==> config.mk <==
export PLATFORM = sky130hd
export DESIGN_NAME = l1_cache_ctrl
export DESIGN_NICKNAME = d
export VERILOG_FILES = /design/src/rtl/l1_cache_ctrl.sv
export SDC_FILE = /design/constraint.sdc
export NUM_CORES = 1
export LEC_CHECK = 0
export BUFFER_PORTS_ARGS = -buffer_cell sky130_fd_sc_hd__buf_2
export CAP_MARGIN = 10
export CELL_PAD_IN_SITES_DETAIL_PLACEMENT = 2
export CELL_PAD_IN_SITES_GLOBAL_PLACEMENT = 2
export CORE_MARGIN = 4
export CORE_UTILIZATION = 32
export DETAILED_ROUTE_END_ITERATION = 12
export GPL_TIMING_DRIVEN = 1
export PLACE_DENSITY = 0.85
export SYNTH_ARGS = -nofsm -noshare
export SYNTH_HDL_FRONTEND = slang
export SYNTH_SLANG_ARGS = --single-unit
==> constraint.sdc <==
create_clock -name clk -period 3.15 [get_ports clk]
set_clock_uncertainty 0.05 [all_clocks]
set_input_delay 0.63 -clock clk [delete_from_list [all_inputs] [get_ports clk]]
set_output_delay 0.63 -clock clk [all_outputs]
set_load 0.03 [all_outputs]
==> src/rtl/l1_cache_ctrl.sv <==
// L1 data-cache miss controller: hit check, dirty-victim writeback, block refill,
// line install and CPU completion, one CPU access at a time.
module l1_cache_ctrl #(
  parameter int ADDR_WIDTH      = 32,
  parameter int WORDS_PER_BLOCK = 4,
  parameter int OFFSET_WIDTH    = 2
) (
  input  logic                    clk,
  input  logic                    rst,
  input  logic                    cpu_rden,
  input  logic                    cpu_wren,
  input  logic [ADDR_WIDTH-1:0]   cpu_addr,
  output logic                    cpu_stall,
  output logic                    cpu_done,
  input  logic                    lookup_hit,
  input  logic                    victim_dirty,
  input  logic [ADDR_WIDTH-1:0]   victim_addr,
  output logic                    cache_wr_word,
  output logic [OFFSET_WIDTH-1:0] cache_word_sel,
  output logic                    cache_set_valid,
  output logic                    cache_cpu_wr,
  output logic                    mem_req,
  output logic                    mem_we,
  output logic [ADDR_WIDTH-1:0]   mem_addr,
  input  logic                    mem_ack
);

  typedef enum logic [2:0] {IDLE, WB, REFILL, INSTALL, RESP} state_t;

  localparam logic [OFFSET_WIDTH-1:0] LAST_WORD  = OFFSET_WIDTH'(WORDS_PER_BLOCK - 1);
  localparam logic [ADDR_WIDTH-1:0]   BLOCK_MASK =
    ~ADDR_WIDTH'((64'd1 << (OFFSET_WIDTH + 2)) - 64'd1);

  state_t                  state, state_next;
  logic [OFFSET_WIDTH-1:0] cnt, cnt_next;
  logic [ADDR_WIDTH-1:0]   req_addr, vict_addr;
  logic                    is_write;
  logic                    request;
  logic [ADDR_WIDTH-1:0]   word_off;

  assign request  = cpu_rden | cpu_wren;
  assign word_off = ADDR_WIDTH'({cnt, 2'b00});

  always_ff @(posedge clk or posedge rst) begin
    if (rst) begin
      state     <= IDLE;
      cnt       <= '0;
      req_addr  <= '0;
      vict_addr <= '0;
      is_write  <= 1'b0;
    end else begin
      state <= state_next;
      cnt   <= cnt_next;
      if (state == IDLE && request) begin
        req_addr  <= cpu_addr;
        vict_addr <= victim_addr;
        is_write  <= cpu_wren;
      end
    end
  end

  always_comb begin
    state_next      = state;
    cnt_next        = cnt;
    cpu_done        = 1'b0;
    cache_wr_word   = 1'b0;
    cache_word_sel  = '0;
    cache_set_valid = 1'b0;
    cache_cpu_wr    = 1'b0;
    mem_req         = 1'b0;
    mem_we          = 1'b0;
    mem_addr        = '0;
    unique case (state)
      IDLE: begin
        // Hit/dirty are only trusted in the request cycle; later phases use latched state
        if (request) begin
          if (lookup_hit)        state_next = RESP;
          else if (victim_dirty) state_next = WB;
          else                   state_next = REFILL;
        end
      end
      WB: begin
        mem_req        = 1'b1;
        mem_we         = 1'b1;
        mem_addr       = vict_addr + word_off;
        cache_word_sel = cnt;
        if (mem_ack) begin
          if (cnt == LAST_WORD) begin
            cnt_next   = '0;
            state_next = REFILL;
          end else begin
            cnt_next = cnt + OFFSET_WIDTH'(1);
          end
        end
      end
      REFILL: begin
        mem_req        = 1'b1;
        mem_addr       = (req_addr & BLOCK_MASK) + word_off;
        cache_word_sel = cnt;
        if (mem_ack) begin
          cache_wr_word = 1'b1;
          if (cnt == LAST_WORD) begin
            cnt_next   = '0;
            state_next = INSTALL;
          end else begin
            cnt_next = cnt + OFFSET_WIDTH'(1);
          end
        end
      end
      INSTALL: begin
        cache_set_valid = 1'b1;
        state_next      = RESP;
      end
      RESP: begin
        cpu_done     = 1'b1;
        cache_cpu_wr = is_write;
        state_next   = IDLE;
      end
      default: state_next = IDLE;
    endcase
  end

  assign cpu_stall = request & ~cpu_done;

endmodule

-- Word-level counts from Yosys, hierarchy flattened
Cells that the tools add are included.
- multiplexer cells: 18
- eq/ne operators: 10
- add/sub/neg operators: 3
- reductions and logical operators: 5
- bitwise operators: 3
- operators by type and width (cell ; count):
    32-bit by 4-bit adder with 32-bit output ; 2
    32-bit one-hot mux with 2 select lines ; 1
    3-bit two-way mux ; 6
    3-bit one-hot mux with 4 select lines ; 1
    2-bit inequality test, second input constant ; 5
    1-bit two-way mux ; 7
    3-bit by 2-bit equality test with 1-bit output, second input constant ; 2
    2-bit two-way mux ; 3
    5-bit AND reduction ; 1
    3-bit by 1-bit equality test with 1-bit output, second input constant ; 1
    3-bit equality test, second input constant ; 1
    3-bit logical NOT ; 1
    2-bit by 1-bit adder with 2-bit output, second input constant ; 1
    2-bit equality test, second input constant ; 1
    2-bit AND reduction ; 1
    2-bit OR reduction ; 1
    1-bit bitwise AND ; 1
    1-bit logical AND ; 1
    1-bit inverter ; 1
    1-bit OR ; 1
- register bits after elaboration: 70
- input bits: 71
- output and inout bits: 41
- logic and storage cells: 44

-- Depth between registers and ports, before layout
Gate-level depths: netlist (run 1).
- word-level depth: 4
- mapped depth: 7

-- Worst setup path before layout (run 1)
No wires, ideal clock.
- path kind: reg2out
- start point: register cnt[0]
- end point: output port mem_addr[26]
- data arrival time: 1.937 ns
- data required time: 2.470 ns
- stages on the path, launching flop included: 8
- setup slack: 0.533 ns
- path through: dfrtp_1 ha_1 fa_1 nand4_2 nor4_4 nand4_1 xnor2_1 a22o_1
- cells in the longest elaborated chain, start to end: 2
- ends and longest elaborated chain (item ; RTL line ; RTL):
    from (decl) ; 35 ; logic [OFFSET_WIDTH-1:0] cnt, cnt_next;
    from (signal assigned) ; 53 ; cnt <= cnt_next;
    32-bit by 4-bit adder with 32-bit output, on equally long branches ; 98, 85 ;
    32-bit one-hot mux with 2 select lines (*) ; 73 ; unique case (state)
    to (decl) ; 24 ; output logic [ADDR_WIDTH-1:0] mem_addr,
Every way passes the cells marked *; elsewhere a longest branch is shown, timed or not.

-- Final worst setup path (run 1)
- start point: register vict_addr[2]
- end point: output port mem_addr[18]
- cells in the longest elaborated chain, start to end: 2
- ends and longest elaborated chain (item ; RTL line ; RTL):
    from (decl) ; 36 ; logic [ADDR_WIDTH-1:0] req_addr, vict_addr;
    from (signal assigned) ; 56 ; vict_addr <= victim_addr;
    32-bit by 4-bit adder with 32-bit output ; 85 ; mem_addr = vict_addr + word_off;
    32-bit one-hot mux with 2 select lines ; 73 ;
Every way passes these cells.

==> metrics.cfg, run 1 <==
[sta]
fmax_mhz = 318
hold_viol = 0
tns_ns = 0
hold_slack_ns = 0.299
finalMaxSlewViolations = 0
fin_crit_sh = 0.997
tightest_slew_ns = 0.918
relSlewSlack = 0.387
min_period_ns = 3.14
rsz0062_at_grt = true
setup_viol = 0

[placed_design]
detailed_place_hpwl_mm = 7.86
numPortBuffers = 107
routabilityCongestion = 0.744
placed_cell_area_um2 = 4270
dp_cells = 535

[floorplanning]
die_w_um = 113
die_h_um = 113
coreArea_um2 = 10800
start_util = 0.328
num_rows = 38
die-area_um2 = 12900
ios = 112

[finish]
fin_cells = 558
num_antenna_cells = 0
final_layout_size_suffix_gt1_frac = 0.397
nets = 489
syn_to_final_growth_pct = 30.0
fin_area_um2 = 4630

[pwr]
pwr-share-comb = 0.532
swShare = 0.462
internal_power_mw = 2.69
leakage_nw = 2.15
seqPwrFrac = 0.349
clock_power_share = 0.119
cellPowerDensity_nw_per_um2 = 1080
vdd_drop_max_mv = 0.442
p_switching_mw = 2.31

[clocking]
clock_tree.root_cell = clkbuf_8
clkTransAtPathRegs_ns = 0.07
clock_latency_ns = 0.35
numCtsBuffers = 9
tritoncts = built
clockBufferDepth = 2
clkSinkCount = 66
h-tree-depth = 3

[drt]
viasPerCell = 5.11
initialDrtViolationCount = 94
final_antenna_net_count = 0
route.detailed.drc = 0
wirelength_mm = 10.6
wire_per_inst_um = 18.9
first_pass_iters = 4
vias = 2850

[yosys]
synth.distinct_cells = 34
avgSynthCellArea_um2 = 12.1
synth_area_um2 = 3560
yosys_register_bits = 66
synth_nets = 370
ys.flop_type = dfrtp_1
syn-instance-count = 295
yosysWarnings = 0
synth_edf_count = 0
ys_seq_area_frac = 0.464
ys_async_sr_fraction = 1.00

[hold_path]
hp-class = in2async

[grt]
grt-ovfl-total = 0
grt_pass1_wl_mm = 16.7
grt_usage = 0.165
grt_max_degree = 42
grt_pass1_vias = 3223
antenna_found_initial = 0

[job]
max_cap_viol_count = 0

[worst_setup_path]
critPathLaunchType = flop
critical_path_peak_fanout = 3
required_ns = 2.47
critPathArrivalTime_ns = 2.46
end_kind = output port
critPathKind = reg2out

[status]
run_status = completed

cells in the mapped netlist, types with 2 or more instances:
master     n  area share
a21o_1     2      0.0042
a21oi_1    4      0.0056
a22o_1    31       0.076
and2_1     6       0.011
and3_1     4      0.0070
and4_1     2      0.0049
buf_2      2      0.0028
buf_4      6       0.013
clkbuf_1   6      0.0063
dfrtp_1   66        0.46
ha_1       3       0.011
inv_1      3      0.0032
mux2_1    58        0.18
mux2_2     2      0.0063
nand2_1   18       0.019
nand2b_1   3      0.0053
nand3_1   11       0.015
nand3_2    2      0.0056
nand4_1    7       0.012
nor2_1    12       0.013
nor3_1     3      0.0042
nor3_2     3      0.0084
nor4_4     4       0.024
xnor2_1   24       0.059
xor2_1     4      0.0098
power by group through the flow:
stage | Combinational [mW] | Sequential (mW) | Clock, mW
6_report | 2.66 | 1.75 | 0.596
5_1_grt | 2.88 | 1.82 | 0.666
4_1_cts | 2.58 | 1.73 | 0.621
3_5_place_dp | 2.52 | 1.73 | 0
3_3_place_gp | 2.43 | 1.68 | 0
2_1_floorplan | 1.91 | 1.59 | 0
worst paths after layout:
| check | cells after the start | endpoint | slack, ns | startpoint |
|---|---|---|---|---|
| max | 9 | mem_addr[18] | 0.01 | vict_addr[2]$_DFFE_PP0P_ |
| min | 2 | vict_addr[19]$_DFFE_PP0P_ | 0.30 | rst |
| max reg2reg | 4 | req_addr[25]$_DFFE_PP0P_ | 0.39 | state[2]$_DFFE_PP0P_ |
| min reg2reg | 1 | vict_addr[0]$_DFFE_PP0P_ | 0.43 | vict_addr[0]$_DFFE_PP0P_ |
| max in group asynchronous | 3 | vict_addr[7]$_DFFE_PP0P_ | 2.11 | rst |
| min in group clk | 1 | vict_addr[0]$_DFFE_PP0P_ | 0.43 | vict_addr[0]$_DFFE_PP0P_ |
final cells by class:
type                    count  area (µm²)
clock buffers              11         131
clock inverters             4        20.0
fillers                  1131        6210
inverters                   4        15.0
multi-input cells         211        1940
flip-flops and latches     66        1650
well taps                 140         175
repair buffers            122         696
per-stage QoR:
| stage | utilization | worst slack (ns) | power (mW) |
|---|---|---|---|
| floorplan | - | 0.533 | 3.50 |
| global placement | 0.394 | 0.224 | 4.11 |
| detailed placement | 0.394 | 0.179 | 4.26 |
| CTS | 0.412 | 0.0524 | 4.93 |
| global route | 0.427 | -0.101 | 5.36 |
| finish | 0.427 | 0.0100 | 5.00 |
flip-flops by register name, indices dropped and copies added, names as in the netlist:
name       flops
cnt            2
req_addr      28
state          3
is_write       1
vict_addr     32
placed cells by master, fill, tap and decap left out, types with 3 or more instances in the layout:
cell type and n:
buf_2 99, dfrtp_1 65, mux2_1 58, a22o_1 31
xnor2_1 18, nand2_1 17, buf_4 15, nor2_1 10
clkbuf_8 9, nand3_1 8, nand4_1 7, and2_1 6
xnor2_2 6, nand3_2 4, xor2_1 4, nor4_4 4
and3_1 4, clkinv_2 4, buf_6 4, nand2b_1 3
a21oi_1 3, nor3_1 3, clkbuf_4 3
critical path, stage by stage, from the launching register on:
cell and delay [ns]:
dfrtp_1 0.40, ha_4 0.18, fa_2 0.24, nand4_4 0.15, nor4_4 0.31, buf_4 0.18, nand3_4 0.08, xnor2_2 0.24
a22o_1 0.19, buf_6 0.13
metal layers:
metal  vias to the layer above  GRT usage  wire length [µm]
met1                      1448      0.198              4440
met2                        78      0.295              5410
li1                       1310          -                 -
met4                         0     0.0433               113
met3                        14     0.0440               583
met5                         -          0                 0
cells by family (layout without fill, tap and decap cells):
kind of cell / after synthesis / count (layout) / synth area share
AO/OA/AOI/OAI: 40 / 40 / 0.0918
XOR/XNOR: 28 / 28 / 0.0689
adder cells (fa/ha/maj): 4 / 4 / 0.0162
buffers and inverters: 18 / 141 / 0.0260
flip-flops: 66 / 66 / 0.464
multiplexers: 60 / 60 / 0.190
AND/OR/NAND/NOR: 79 / 79 / 0.143
repair_timing:
item / in CTS / in global routing
setup buffers: 2 / 6
resized for setup: 5 / 31
hold buffers: 0 / 0
setup endpoints to repair: 17 / 16
pin swaps: 4 / 16
Power figures use the tool's default switching activity.
==> run 2: changes to the inputs <==
Settings changed: CORE_UTILIZATION 32 to 30, PLACE_DENSITY 0.85 to 0.81.
Clock period 3.15 ns to 3.9 ns, I/O delays scaled along.
==> run 2 against run 1 <==
  * Core utilization fell by 3.2 points
  * Sequential cell count did not move
  * Sequential share of layout area rose by 0.58 points
  * Cell area fell by 1.7%
  * Global-route usage fell by 0.099 points
  * Clock power rose by 30%
  * Register-to-register slack improved by 1.1 ns
  * Hold slack improved by 0.13 ns
  * Power fell by 16%
  * Critical endpoint is now mem_addr[31]
==> metrics.cfg, run 2 (synthesis gave the netlist of run 1 again) <==
[worst_setup_path]
crit_path_cell_trace = ha_1 > a21oi_1 > nor4_4 > nand4_1 > xnor2_1 > a22o_1 > buf_2
slowest_delay_ns = 0.54
reg2reg_to = vict_addr[17]$_DFFE_PP0P_
r2r_slack_ns = 1.45
slowest_stage = nor4_4
critPathKind = reg2out
critPathBufInv = 1
cp.depth = 7
required_ns = 3.07
critPathLaunchType = flop
end_kind = output port
crit_family = simple AND/OR/NAND/NOR gates
r2r.worst_path.cells = 4
worstReg2RegStart = state[2]$_DFFE_PP0P_
critPathArrivalTime_ns = 2.72
critical_path_peak_fanout = 6

[clocking]
postCtsSetupBuffers = 0
hold_buffers = 0
cts-resized-gates = 0
tritoncts = built
clock_latency_ns = 0.33
clkTransAtPathRegs_ns = 0.05
clockBufferDepth = 2
clkSinkCount = 66
h-tree-depth = 3
clock_tree.root_cell = clkbuf_16
numCtsBuffers = 9

[sta]
setup_slack_ns = 0.346
hold_slack_ns = 0.434
setup_viol = 0
finalMaxSlewViolations = 0
relSlewSlack = 0.325
fmax_mhz = 281
hold_viol = 0
min_period_ns = 3.55
fin_crit_sh = 0.911
tightest_slew_ns = 1.01
tns_ns = 0
rsz0062_at_grt = false

[drt]
final_antenna_net_count = 0
viasPerCell = 5.10
initialDrtViolationCount = 83
wirelength_mm = 10.6
first_pass_iters = 4
wire_per_inst_um = 19.2
route.detailed.drc = 0
vias = 2821

[placed_design]
detailed_place_hpwl_mm = 7.94
routabilityCongestion = 0.743
numPortBuffers = 107
place_ws_ns = 0.699

[floorplanning]
num_rows = 39
die_w_um = 117
coreArea_um2 = 11500
ios = 112
die-area_um2 = 13700
die_h_um = 117
start_util = 0.309

[job]
max_cap_viol_count = 0

[pwr]
power_mw = 4.18
swShare = 0.439
pwr-share-comb = 0.483
internal_power_mw = 2.34
clock_power_share = 0.185
seqPwrFrac = 0.332
leakage_nw = 2.11
cellPowerDensity_nw_per_um2 = 918
p_switching_mw = 1.83
vdd_drop_max_mv = 0.384

[status]
run_status = completed

[finish]
reg_top3 = vict_addr x32, req_addr x28, state x3
largest_reg_flops = 32
final_layout_size_suffix_gt1_frac = 0.351
final_cell_mix = buf_2 (107), dfrtp_1 (66), mux2_1 (58), a22o_1 (31), xnor2_1 (24)
regMostFlops = vict_addr
final_common_cell = buf_2
nets = 480
num_antenna_cells = 0
syn_to_final_growth_pct = 27.9

[hold_path]
hp-class = reg2reg
whs_endpoint = vict_addr[1]$_DFFE_PP0P_
min_from = vict_addr[1]$_DFFE_PP0P_
whs_path_depth = 1

[grt]
grt_max_degree = 47
gr-max-usage-layer = met2
gr-usage-met1 = 0.189
antenna_found_initial = 0
grt-ovfl-total = 0
grt_pass1_wl_mm = 17.0
use_met2 = 0.295
grt_pass1_vias = 3243
grt_usage = 0.164
use_met3 = 0.0442

run 2: changes by cell type in the layout (fill, tap and decap cells not counted), sizes merged:
cell	previous run	this run
clkinv	5	3
buf	119	113
run 2: metrics by stage:
step	std cells	cell area (µm²)	utilization
after CTS	553	4550	0.395
final	553	4550	0.395
after floorplan	295	3560	-
after global placement	537	4260	0.370
after global routing	553	4550	0.395
after detailed placement	537	4260	0.370
run 2: worst max path at each step:
stage,endpoint,startpoint,slack (ns)
6_report,mem_addr[31],cnt[1]$_DFFE_PP0P_,0.35
3_5_place_dp,mem_addr[20],cnt[0]$_DFFE_PP0P_,0.70
2_1_floorplan,mem_addr[26],cnt[0]$_DFFE_PP0P_,1.13
5_1_grt,mem_addr[20],cnt[0]$_DFFE_PP0P_,0.15
4_1_cts,mem_addr[20],cnt[0]$_DFFE_PP0P_,0.31
3_3_place_gp,mem_addr[26],cnt[0]$_DFFE_PP0P_,0.70
run 2: area by class of cell:
class                           count  area, µm²
Clock buffer                       14        274
Clock inverter                      2       10.0
Fill cell                        1201       6970
Inverter                            4       15.0
Multi-Input combinational cell    211       1830
Sequential cell                    66       1650
Tap cell                          143        179
Timing Repair Buffer              113        593
run 2: power groups by stage:
stage / combinational (mW) / sequential, mW / clock, mW
global route: 2.19 / 1.45 / 0.827
floorplan: 1.54 / 1.28 / 0
detailed placement: 2.05 / 1.40 / 0
global placement: 1.97 / 1.36 / 0
CTS: 2.06 / 1.39 / 0.801
finish: 2.02 / 1.39 / 0.774
run 2: per-layer routing:
layer  wire length [µm]  vias up
li1                   -     1298
met1               4250     1441
met2               5670       66
met3                466       16
met4                231        0
met5                  0        -
==> run 3: changes to the inputs <==
Clock period 3.9 ns to 3.4 ns, I/O delays scaled along.
==> run 3 against run 2 <==
  * Die area unchanged
  * First-iteration DRC count up 33%
  * Register-to-register slack got worse by 0.30 ns
  * Sequential cell count is the same
  * Sequential power rose by 15%
  * Via count decreased by 0.14%
  * Count of clock-buffer cells in the layout shrank 3
  * Clock power is 24% higher
  * Core utilization increased by 1.1 points
  * Global-route usage down 0.070 points
  * Highest routed layer unchanged
==> metrics.cfg, run 3 (synthesis gave the netlist of run 1 again) <==
[sta]
setup_viol = 0
fin_crit_sh = 0.955
tns_ns = 0
fmax_mhz = 308
hold_viol = 0
finalMaxSlewViolations = 0
min_period_ns = 3.25
relSlewSlack = 0.595
tightest_slew_ns = 0.607
setup_slack_ns = 0.153

[finish]
largest_reg_flops = 32
reg_top3 = vict_addr x32, req_addr x28, state x3
syn_to_final_growth_pct = 31.4
final_layout_size_suffix_gt1_frac = 0.371
regMostFlops = vict_addr
fin_cells = 558
num_antenna_cells = 0
multi_input_area_um2 = 1850
final_common_cell = buf_2
fin_area_um2 = 4670
final_cell_mix = buf_2 (106), dfrtp_1 (65), mux2_1 (58), a22o_1 (31), xnor2_1 (24)
seqCellArea_um2 = 1650
nets = 485
fillers = 1208

[pwr]
vdd_drop_max_mv = 0.316
leakage_nw = 2.17
cellPowerDensity_nw_per_um2 = 1060
power_mw = 4.95

[worst_setup_path]
slowest_delay_ns = 0.49
critPathArrivalTime_ns = 2.52
end_kind = output port
critical_path_peak_fanout = 6
crit_family = compound AO/OA/AOI/OAI gates
critPathLaunchType = flop
slowest_stage = a21oi_1
crit_path_cell_trace = ha_1 > a21oi_1 > nor4_4 > buf_4 > nand4_1 > xnor2_1 > a22o_1 > buf_2
critPathBufInv = 2
critPathKind = reg2out
required_ns = 2.67

[drt]
route.detailed.drc = 0
wl_met3_um = 494
first_pass_iters = 4
wirelength_mm = 10.7
vias = 2817
wl_met2_mm = 5.73
viasPerCell = 5.05
wl_met1_mm = 4.39
highest_layer = met4
wire_per_inst_um = 19.2
initialDrtViolationCount = 110
final_antenna_net_count = 0

[floorplanning]
die-area_um2 = 13700
die_w_um = 117
die_h_um = 117
num_rows = 39
start_util = 0.309
ios = 112
coreArea_um2 = 11500

[clocking]
hold_buffers = 0
clock_tree.root_cell = clkbuf_16
tritoncts = built
clock_latency_ns = 0.34
clkTransAtPathRegs_ns = 0.06
h-tree-depth = 3
numCtsBuffers = 9
clockBufferDepth = 2
clkSinkCount = 66

[placed_design]
routabilityCongestion = 0.726
detailed_place_hpwl_mm = 7.69
dp_cells = 537
place_ws_ns = 0.273
numPortBuffers = 107
placed_cell_area_um2 = 4290

[grt]
grt_pass1_vias = 3215
grt_usage = 0.164
antenna_found_initial = 0
grt_pass1_wl_mm = 16.8
grt_max_degree = 67
grt-ovfl-total = 0

[job]
max_cap_viol_count = 0

[hold_path]
hp-class = in2async

[status]
run_status = completed

[run 3: cell types whose count changed in the layout (fill, tap and decap cells not counted), moves of 2 or more]
cell,previous run,this run
nor3_2,3,1
nor3_4,0,2
buf_12,1,4
clkbuf_1,2,0
buf_4,5,7
[run 3: metal layers]
layer | global-route usage | up-vias
li1 | - | 1300
met1 | 0.189 | 1448
met2 | 0.288 | 60
met3 | 0.0576 | 9
met4 | 0.0428 | 0
met5 | 0 | -
[run 3: metrics by stage]
step	util	hold slack, ns
after floorplan	-	0.399
after global placement	0.372	0.411
after detailed placement	0.372	0.426
after CTS	0.399	0.370
after global routing	0.406	0.378
final	0.406	0.346
[run 3: repair_timing]
item / 4_1_cts / 5_1_grt
pin swaps: 1 / 4
gates resized for setup: 0 / 7
setup buffers: 0 / 5
setup endpoints to repair: 5 / 13
[run 3: path summary, 6_finish.rpt]
kind / startpoint / endpoint / slack (ns) / cells past startpoint
setup / recovery: cnt[1]$_DFFE_PP0P_ / mem_addr[31] / 0.15 / 8
hold / removal: rst / vict_addr[18]$_DFFE_PP0P_ / 0.35 / 3
setup reg to reg: state[2]$_DFFE_PP0P_ / vict_addr[29]$_DFFE_PP0P_ / 1.15 / 4
hold reg to reg: vict_addr[1]$_DFFE_PP0P_ / vict_addr[1]$_DFFE_PP0P_ / 0.44 / 1
max in group asynchronous: rst / vict_addr[29]$_DFFE_PP0P_ / 2.62 / 3
min in group clk: vict_addr[1]$_DFFE_PP0P_ / vict_addr[1]$_DFFE_PP0P_ / 0.44 / 1
[run 3: final cells by class]
cell class,instances,share of cell area
Sequential cell,66,0.354
Tap cell,143,0.0383
Clock inverter,5,0.0112
Clock buffer,11,0.0541
Timing Repair Buffer,118,0.143
Multi-Input combinational cell,211,0.396
Inverter,4,0.00321
[run 3: worst reg2reg max path: stages (launching register included)]
cell	delay, ns
dfrtp_1	0.51
nor3_2	0.30
nor2b_4	0.57
buf_12	0.30
mux2_1	0.39
[run 3: power breakdown]
group	leakage [nW]	total [mW]	internal, mW	switching, mW
clock	0.151	0.956	0.603	0.353
sequential	0.775	1.60	1.19	0.407
combinational	1.24	2.39	0.991	1.40
